[src/rtl/alu_cmd_initiator.sv]
// Command initiator sitting between an upstream command stream and a
// start/done ALU: issues one operation at a time and returns a response.
module alu_cmd_initiator #(
  parameter int TIMEOUT_CYCLES = 15
) (
  input  logic        clk,
  input  logic        reset_n,
  input  logic        cmd_valid,
  output logic        cmd_ready,
  input  logic [7:0]  cmd_a,
  input  logic [7:0]  cmd_b,
  input  logic [2:0]  cmd_op,
  output logic [7:0]  A,
  output logic [7:0]  B,
  output logic [2:0]  op_code,
  output logic        start,
  input  logic        done,
  input  logic [15:0] result,
  output logic        rsp_valid,
  input  logic        rsp_ready,
  output logic [15:0] rsp_result,
  output logic [2:0]  rsp_op,
  output logic        rsp_error,
  output logic [15:0] ops_done
);

  typedef enum logic [1:0] {IDLE, ISSUE, RESP, GAP} state_t;

  localparam logic [7:0] TIMEOUT_LAST = 8'(TIMEOUT_CYCLES - 1);

  state_t     state;
  logic [7:0] timeout_cnt;
  logic       op_legal;

  assign op_legal = (cmd_op == 3'b001) || (cmd_op == 3'b010) || (cmd_op == 3'b011);

  always_ff @(posedge clk) begin
    if (!reset_n) begin
      state       <= IDLE;
      cmd_ready   <= 1'b1;
      start       <= 1'b0;
      rsp_valid   <= 1'b0;
      rsp_error   <= 1'b0;
      A           <= 8'h00;
      B           <= 8'h00;
      op_code     <= 3'b000;
      rsp_result  <= 16'h0000;
      rsp_op      <= 3'b000;
      ops_done    <= 16'h0000;
      timeout_cnt <= 8'h00;
    end else begin
      case (state)
        IDLE: begin
          if (cmd_valid) begin
            cmd_ready <= 1'b0;
            if (op_legal) begin
              A           <= cmd_a;
              B           <= cmd_b;
              op_code     <= cmd_op;
              start       <= 1'b1;
              timeout_cnt <= 8'h00;
              state       <= ISSUE;
            end else begin
              rsp_result <= 16'h0000;
              rsp_op     <= cmd_op;
              rsp_error  <= 1'b1;
              rsp_valid  <= 1'b1;
              state      <= RESP;
            end
          end
        end

        // done is tested first so a completion on the final timeout cycle wins.
        ISSUE: begin
          timeout_cnt <= timeout_cnt + 8'd1;
          if (done) begin
            start      <= 1'b0;
            rsp_result <= result;
            rsp_op     <= op_code;
            rsp_error  <= 1'b0;
            rsp_valid  <= 1'b1;
            ops_done   <= ops_done + 16'd1;
            state      <= RESP;
          end else if (timeout_cnt == TIMEOUT_LAST) begin
            start      <= 1'b0;
            rsp_result <= 16'h0000;
            rsp_op     <= op_code;
            rsp_error  <= 1'b1;
            rsp_valid  <= 1'b1;
            state      <= RESP;
          end
        end

        RESP: begin
          if (rsp_ready) begin
            rsp_valid <= 1'b0;
            state     <= GAP;
          end
        end

        // One dead cycle lets the ALU's start pipeline drain before the next command.
        GAP: begin
          cmd_ready <= 1'b1;
          state     <= IDLE;
        end

        default: state <= IDLE;
      endcase
    end
  end

endmodule

[config.mk]
export PLATFORM = sky130hd
export DESIGN_NAME = alu_cmd_initiator
export DESIGN_NICKNAME = d
export VERILOG_FILES = /design/src/rtl/alu_cmd_initiator.sv
export SDC_FILE = /design/constraint.sdc
export NUM_CORES = 1
export LEC_CHECK = 0
export ABC_AREA = 1
export CORE_MARGIN = 10
export CORE_UTILIZATION = 60
export CTS_BUF_LIST = sky130_fd_sc_hd__clkbuf_4
export DETAILED_ROUTE_END_ITERATION = 7
export DONT_BUFFER_PORTS = 1
export GPL_TIMING_DRIVEN = 0
export PLACE_DENSITY = 0.73
export SYNTH_ARGS = -nofsm -noshare
export SYNTH_HDL_FRONTEND = slang
export SYNTH_SLANG_ARGS = --single-unit
[constraint.sdc]
create_clock -name clk -period 2.16 [get_ports clk]
set_input_delay 0.432 -clock clk [delete_from_list [all_inputs] [get_ports clk]]
set_output_delay 0.432 -clock clk [all_outputs]
set_load 0.1 [all_outputs]
# Word level (Yosys, flattened, before mapping)
# Index checks and enable logic that the tools add are counted.
dict set report totals {
  output_inout_bits 58
  register_bits 68
}
dict set report op_classes {
  n_reduce_logical 14
  n_eq_ne 12
  muxes 34
  n_addsub 2
}
# op n
set ops {}
lappend ops {{2-to-1 mux 16 bit} 4}
lappend ops {{case mux 16 bit (2 select lines)} 1}
lappend ops {{adder 16 x 1 -> 16 bit (second input constant)} 1}
lappend ops {{2-to-1 mux 8 bit} 2}
lappend ops {{case mux 8 bit (2 select lines)} 1}
lappend ops {{2-to-1 mux 3 bit} 4}
lappend ops {{2-to-1 mux 1 bit} 11}
lappend ops {{2-to-1 mux 2 bit} 5}
lappend ops {{AND reduction 3 bit} 3}
lappend ops {{adder 8 x 1 -> 8 bit (second input constant)} 1}
lappend ops {{== test 8 x 4 -> 1 bit (second input constant)} 1}
lappend ops {{!= test 2 bit (second input constant)} 4}
lappend ops {{case mux 2 bit (4 select lines)} 1}
lappend ops {{AND reduction 4 bit} 2}
lappend ops {{== test 3 x 2 -> 1 bit (second input constant)} 2}
lappend ops {{case mux 1 bit (2 select lines)} 3}
lappend ops {{case mux 3 bit (2 select lines)} 1}
lappend ops {{AND reduction 5 bit} 1}
lappend ops {{== test 2 bit (second input constant)} 2}
lappend ops {{AND reduction 2 bit} 2}
lappend ops {{nonzero test 2 bit} 2}
lappend ops {{== test 3 x 1 -> 1 bit (second input constant)} 1}
lappend ops {{!= test 3 bit (second input constant)} 1}
lappend ops {{case mux 1 bit (3 select lines)} 1}
lappend ops {{other kinds (4)} 5}

# Logic depth before layout (Yosys ltp)
# Gate-level depths: netlist of run 1.
dict set report logic_depth {
  ltp_word 6
  depth_mapped 12
  ltp_nobuf 10
}

# Least setup slack after synthesis of run 1
# No wires, ideal clock.
dict set report synth_path {
  kind {flip-flop to flip-flop}
  startpoint {register ops_done[1]}
  endpoint {register ops_done[12]}
  setup_time_ns 0.128
  stages_incl_launch_ff 9
  arrival_time_ns 1.954
  n_path_buf 0
  period_less_slack_ns 2.082
  setup_slack_ns 0.078
  required_ns 2.032
  path_cell_list {dfxtp_1 > ha_1 > inv_1 > nor3_4 > nand2_1 > nor2_1 > nand3_1 > nand2_1 > nor2_1}
}
dict set report synth_between {
  elab_chain_cells 1
}
# item line
set synth_rtl {}
lappend synth_rtl {{start, declared} 24} ;# output logic [15:0] ops_done
lappend synth_rtl {{start signal, assigned} 82} ;# ops_done <= ops_done + 16'd1;
lappend synth_rtl {{adder 16 x 1 -> 16 bit} 82}
# No other way between the ends.
# A chain may end at the register's enable or synchronous reset.

# Worst setup path after layout of run 1
dict set report layout_path {
  startpoint {register ops_done[7]}
  endpoint {register ops_done[14]}
}
# The elaborated chain is that of the path after synthesis.

==> impl_metrics.py, run 1 <==
metrics = {
    "synthesis": {
        "syn_inst": 479,
        "synth-simple-area-share": 0.348,
        "yosysMostFrequentCell": "nand2_1",
        "synth_area_leaders": "dfxtp_1 (41%), nand2_1 (12%), nor2_1 (9.6%)",
        "synth_top_area_share": 0.409,
        "synth_edf_count": 0,
        "synth.distinct_cells": 34,
        "yosys.area_share.adder": 0.0263,
        "synthMuxAreaShare": 0.00602,
        "synth_compound_area_frac": 0.0910,
        "synth-async-reset-ratio": 0,
        "synth_top_family_by_area": "simple AND/OR/NAND/NOR gates",
        "synthesis.nets": 526,
        "yosys_warnings": 0,
        "seq_area_frac_synth": 0.409,
        "yosys-top-cells-count": "nand2_1 (102), nor2_1 (85), inv_1 (71)",
        "synth-xor-area-share": 0,
        "mappedNetlistArea_mm2": 0.00333,
        "synth_area_per_cell_um2": 6.94,
        "ys_seq_elements": 68,
        "ys.flop_type": "dfxtp_1",
        "yosys.area.top_type": "dfxtp_1",
    },
    "cells_and_area": {
        "syn_to_final_growth_pct": 5.98,
        "drive_gt1_frac": 0.154,
        "nFillCells": 496,
        "n_antenna_cell": 0,
        "nets": 537,
        "final_util": 0.648,
        "seqCellArea_mm2": 0.00138,
        "multi_input_area_mm2": 0.00157,
    },
    "routing": {
        "dr.first_iter.drc_count": 108,
        "antenna_left": 0,
        "wl_per_cell_um": 14.1,
        "routed-via-count": 2841,
        "routed_wl_mm": 7.97,
        "viasPerCell": 5.02,
        "dr.pass1.iters": 4,
        "drc_errors": 0,
    },
    "floorplan": {
        "rows": 27,
        "core_area_mm2": 0.00544,
        "die_w_um": 94.5,
        "design.die.area_mm2": 0.00892,
        "ios": 98,
        "start_util": 0.611,
        "die_h_um": 94.5,
    },
    "flow_run": {
        "maxCapViolCount": 0,
    },
    "sta": {
        "final.min_clock_period_ps": 1940,
        "relSlewSlack": 0.264,
        "finalSetupViolCount": 0,
        "rsz0062_at_grt": "no",
        "maxSlewViolCount": 0,
        "finalHoldViolCount": 0,
        "skew_ps": 14.0,
        "max_freq_ghz": 0.515,
        "fin_crit_sh": 0.899,
        "worstMarginPinSlew_ps": 1100,
        "setup_tns_ps": 0,
        "timing.hold.ws_ps": 160,
    },
    "worst_setup_path": {
        "cp_slowest_cell": "dfxtp_1",
        "path_class": "reg -> reg",
        "end_kind": "flop",
        "cp_max_fo": 6,
        "crit_path_start_kind": "flop",
        "critical_path_buf_inv_count": 0,
        "path_delay_family": "flip-flops",
        "crit_required_ps": 2470,
        "ff2ff_path_depth": 5,
        "cpPeakStageDelay_ps": 1070,
        "ff2ff_setup_slack_ps": 220,
        "arrival_ps": 2250,
        "cp.depth": 5,
        "crit_chain": "nand4_1, nor3_2, nand3_1, nand2_1, nor2_1",
    },
    "power_and_ir_drop": {
        "p_per_area_mw_per_mm2": 1520,
        "p_clk_frac": 0.122,
        "vdd_ir_drop_max_mv": 0.761,
        "internal_power_mw": 2.25,
        "p_sw_mw": 3.10,
        "seqPwrFrac": 0.612,
        "comb_power_share": 0.266,
        "switching_share": 0.580,
        "leakagePower_nw": 1.61,
        "p_total_mw": 5.34,
    },
    "place": {
        "port_buffers": 0,
        "routabilityCongestion": 0.872,
        "dp_hpwl_mm": 6.09,
    },
    "clocking": {
        "clockBufferDepth": 2,
        "cts.clk_slew.worst_paths_ps": 110,
        "clock_sinks": 68,
        "htreeDepth": 3,
        "post-cts-setup-buffers": 0,
        "cts-root-buf": "clkbuf_4",
        "cts_tree": "yes",
        "numCtsBuffers": 9,
        "clk_latency_ps": 410,
    },
    "worst_hold_path": {
        "hold_path_depth": 2,
        "worstHoldPathType": "in -> reg",
    },
    "global_routing": {
        "grt_overflow_total": 0,
        "grt_use_total": 0.179,
        "antenna_found_initial": 0,
        "grt_pass1_wl_mm": 12.9,
        "grt_start_max_net_pins": 11,
        "grt_pass1_vias": 2700,
    },
    "status": {
        "status": "completed",
    },
}
[path summary, 6_finish.rpt]
kind	from	end
hold / removal	cmd_b[2]	B[2]
setup reg to reg	ops_done[7]	ops_done[14]
setup / recovery	ops_done[7]	ops_done[14]
hold reg to reg	timeout_cnt[7]	timeout_cnt[7]
[repair_timing]
item,in CTS,in global routing
hold buffers,0,0
setup endpoints to repair,3,5
gates resized for setup,3,8
[flip-flops by register name, indices dropped and copies added (netlist names)]
name,count
rsp_result,16
op_code,3
state,2
B,8
cmd_ready,1
rsp_op,3
rsp_error,1
timeout_cnt,8
A,8
start,1
ops_done,16
rsp_valid,1
[logic make-up after synthesis]
kind of cell | after synthesis
AND/OR/NAND/NOR | 252
multiplexers | 2
adder cells (fa/ha/maj) | 7
AO/OA/AOI/OAI | 57
buffers and inverters | 93
flip-flops | 68
[through the flow]
| stage | setup WS [ps] | std cells | cell area (um2) |
|---|---|---|---|
| after floorplan | 78.2 | 479 | 3330 |
| after global placement | -133 | 551 | 3420 |
| after detailed placement | -141 | 551 | 3420 |
| after CTS | 3.20 | 566 | 3510 |
| after global routing | 112 | 566 | 3520 |
| final | 217 | 566 | 3520 |
[per-layer routing]
layer	vias to the layer above	wire [um]	track usage
li1	1487	-	-
met1	1249	3390	0.207
met2	96	3430	0.278
met3	9	1060	0.0888
met4	0	91	0.0723
met5	-	0	0
[layout make-up]
class                           count  share of cell area
Multi-Input combinational cell    318               0.444
Sequential cell                    68               0.390
Inverter                           77              0.0827
Buffer                             16              0.0302
Tap cell                           72              0.0256
Clock buffer                       10              0.0213
Clock inverter                      5             0.00568
[power by group through the flow]
| stage | Clock [mW] | Sequential (mW) | Combinational [mW] |
|---|---|---|---|
| global placement | 0 | 3.29 | 1.38 |
| finish | 0.654 | 3.27 | 1.42 |
| detailed placement | 0 | 3.30 | 1.42 |
| CTS | 0.670 | 3.28 | 1.43 |
| global route | 0.719 | 3.31 | 1.65 |
| floorplan | 0 | 3.23 | 1.20 |
[cell usage in the layout, fill, tap and decap left out, types with 5 or more instances in the layout]
cell type | Yosys | final
inv_2 | 5 | 5
nor3_1 | 7 | 7
nand3_1 | 14 | 14
buf_2 | 7 | 7
clkbuf_4 | 0 | 10
ha_1 | 7 | 7
o21ai_1 | 7 | 7
nand2_1 | 102 | 102
o21ai_0 | 26 | 26
a21oi_1 | 21 | 21
dfxtp_2 | 0 | 11
inv_1 | 71 | 71
dfxtp_1 | 68 | 57
nand4_1 | 5 | 5
nand2_2 | 20 | 20
nor2_1 | 85 | 85
Note: power is estimated with default switching activity, not from simulation.
==> run 2, diff against run 1 <==
--- a/config.mk
+++ b/config.mk
@@ -11,7 +11,7 @@
 export CTS_BUF_LIST = sky130_fd_sc_hd__clkbuf_4
 export DETAILED_ROUTE_END_ITERATION = 7
 export DONT_BUFFER_PORTS = 1
-export GPL_TIMING_DRIVEN = 0
+export GPL_TIMING_DRIVEN = 1
 export PLACE_DENSITY = 0.73
 export SYNTH_ARGS = -nofsm -noshare
 export SYNTH_HDL_FRONTEND = slang
==> constraint.sdc (replaced) <==
create_clock -name clk -period 2.1 [get_ports clk]
set_input_delay 0.42 -clock clk [delete_from_list [all_inputs] [get_ports clk]]
set_output_delay 0.42 -clock clk [all_outputs]
set_load 0.1 [all_outputs]
==> run 2 against run 1 <==
Compared with the run above: sequential power fell by 50%; first-iteration DRC count grew 19%; clock-buffer cell count is the same; register-to-register slack better by 70 ps; die area stayed put; clock power is 0.9% higher; clock skew grew 4.3 ps; total power up 6.8%; flip-flop and latch count unchanged; maximum frequency rose by 7.0%; wire length is 1.6% lower; critical path type unchanged; highest routed layer unchanged.
==> impl_metrics.py, run 2 (same netlist as run 1, synthesis figures left out) <==
metrics = {
    "clocking": {
        "cts_hold_buf": 0,
        "clock_sinks": 68,
        "cts_tree": "yes",
        "clk_latency_ps": 410,
        "cts_resized": 0,
        "cts.clk_slew.worst_paths_ps": 100,
        "htreeDepth": 3,
        "clockBufferDepth": 2,
        "cts-root-buf": "clkbuf_4",
        "numCtsBuffers": 9,
        "post-cts-setup-buffers": 0,
    },
    "cells_and_area": {
        "final_common_cell": "nand2_1",
        "syn_to_final_growth_pct": 16.5,
        "reg_top3": "ops_done: 16 flops, rsp_result: 16 flops",
        "nets": 582,
        "final_cell_mix": "nand2_1 (102), nor2_1 (85), inv_1 (71)",
        "final_design_area_no_fill_mm2": 0.00387,
        "nFillCells": 471,
        "n_antenna_cell": 0,
        "final_util": 0.712,
        "fin_cells": 611,
        "drive_gt1_frac": 0.212,
    },
    "floorplan": {
        "rows": 27,
        "core_area_mm2": 0.00544,
        "die_h_um": 94.5,
        "design.die.area_mm2": 0.00892,
        "ios": 98,
        "start_util": 0.611,
        "die_w_um": 94.5,
    },
    "worst_setup_path": {
        "crit_path_frequent_cell": "nand3_1",
        "crit_required_ps": 2410,
        "ff2ff_setup_slack_ps": 280,
        "crit_path_start_kind": "flop",
        "end_kind": "flop",
        "path_class": "reg -> reg",
        "cp_slowest_cell": "ha_1",
        "arrival_ps": 2120,
        "crit_chain": "inv_1, ha_1, nand2_4, inv_2, nand3_1, nor3_2, nand3_1, nand2_1, nor2_1",
        "cpPeakStageDelay_ps": 420,
        "cp_max_fo": 8,
    },
    "sta": {
        "final.min_clock_period_ps": 1820,
        "relSlewSlack": 0.717,
        "worst_slack_ps": 284,
        "max_freq_ghz": 0.551,
        "setup_tns_ps": 0,
        "fin_crit_sh": 0.865,
        "rsz0062_at_grt": "no",
        "worstMarginPinSlew_ps": 424,
        "finalSetupViolCount": 0,
        "finalHoldViolCount": 0,
        "maxSlewViolCount": 0,
        "skew_ps": 18.3,
    },
    "place": {
        "dp_hpwl_mm": 5.95,
        "routabilityCongestion": 0.881,
        "port_buffers": 0,
        "pre_cts_slack_ps": 304,
        "placed_cell_area_mm2": 0.00378,
        "dp_cells": 596,
    },
    "routing": {
        "routed_wl_mm": 7.84,
        "dr.pass1.iters": 4,
        "routed-via-count": 2992,
        "wl_per_cell_um": 12.8,
        "antenna_left": 0,
        "drc_errors": 0,
        "viasPerCell": 4.90,
        "dr.first_iter.drc_count": 128,
    },
    "flow_run": {
        "maxCapViolCount": 0,
    },
    "global_routing": {
        "antenna_found_initial": 0,
        "grt_overflow_total": 0,
        "grt_pass1_vias": 2859,
        "grt_pass1_wl_mm": 13.2,
        "met3_usage": 0.0785,
        "met2_usage": 0.287,
        "use_met1": 0.207,
        "top_usage_layer": "met2",
        "grt_use_total": 0.180,
        "grt_start_max_net_pins": 56,
    },
    "power_and_ir_drop": {
        "vdd_ir_drop_max_mv": 1.00,
        "p_per_area_mw_per_mm2": 1470,
        "switching_share": 0.556,
        "internal_power_mw": 2.53,
        "comb_power_share": 0.596,
        "leakagePower_nw": 1.87,
        "seqPwrFrac": 0.288,
        "p_clk_frac": 0.116,
        "p_sw_mw": 3.17,
    },
    "worst_hold_path": {
        "worstHoldPathType": "in -> reg",
    },
    "status": {
        "status": "completed",
    },
}
-- run 2: cell count changes in the layout (fill, tap and decap cells not counted) --
cell and delta:
clkbuf_1 -4, dfxtp_1 +11, buf_4 +59, buf_8 -1, dfxtp_2 -11, buf_12 +1
buf_6 -3, buf_2 -7
-- run 2: through the flow --
step	power [mW]	hold WS [ps]
after floorplan	4.56	466
after global placement	5.05	432
after detailed placement	5.10	435
after CTS	5.75	99.0
after global routing	6.08	109
final	5.71	138
-- run 2: final cells by class --
cell class	instances	area [um2]	share of cell area
flip-flops and latches	68	1360	0.351
well taps	72	90.1	0.0232
inverters	77	292	0.0752
multi-input cells	318	1570	0.404
clock inverters	5	20.0	0.00517
repair buffers	61	470	0.121
clock buffers	10	75.1	0.0194
-- run 2: layer usage --
layer,vias to the layer above,wire length [um]
met2,111,3470
li1,1584,-
met3,8,1050
met5,-,0
met1,1289,3260
met4,0,65
-- run 2: worst max-delay path: cells and delay by family, from the launching register on --
| kind | cells | cell delay, ps |
|---|---|---|
| AND/OR/NAND/NOR | 6 | 700 |
| buffers and inverters | 2 | 250 |
| flip-flops | 1 | 350 |
| adder cells (fa/ha/maj) | 1 | 420 |
-- run 2: path summary, 6_finish.rpt --
kind                                start      endpoint  depth (start not counted)
worst max register to register   state[1]  ops_done[14]                          9
worst max-delay path             state[1]  ops_done[14]                          9
worst min register to register  rsp_error     rsp_error                          2
worst min-delay path              reset_n     cmd_ready                          1
-- run 2: power groups by stage --
stage          sequential [mW]  combinational (mW)  clock (mW)
6_report                  1.64                3.40       0.660
5_1_grt                   1.67                3.68       0.727
4_1_cts                   1.64                3.43       0.678
3_5_place_dp              1.67                3.42           0
3_3_place_gp              1.66                3.39           0
2_1_floorplan             3.32                1.24           0
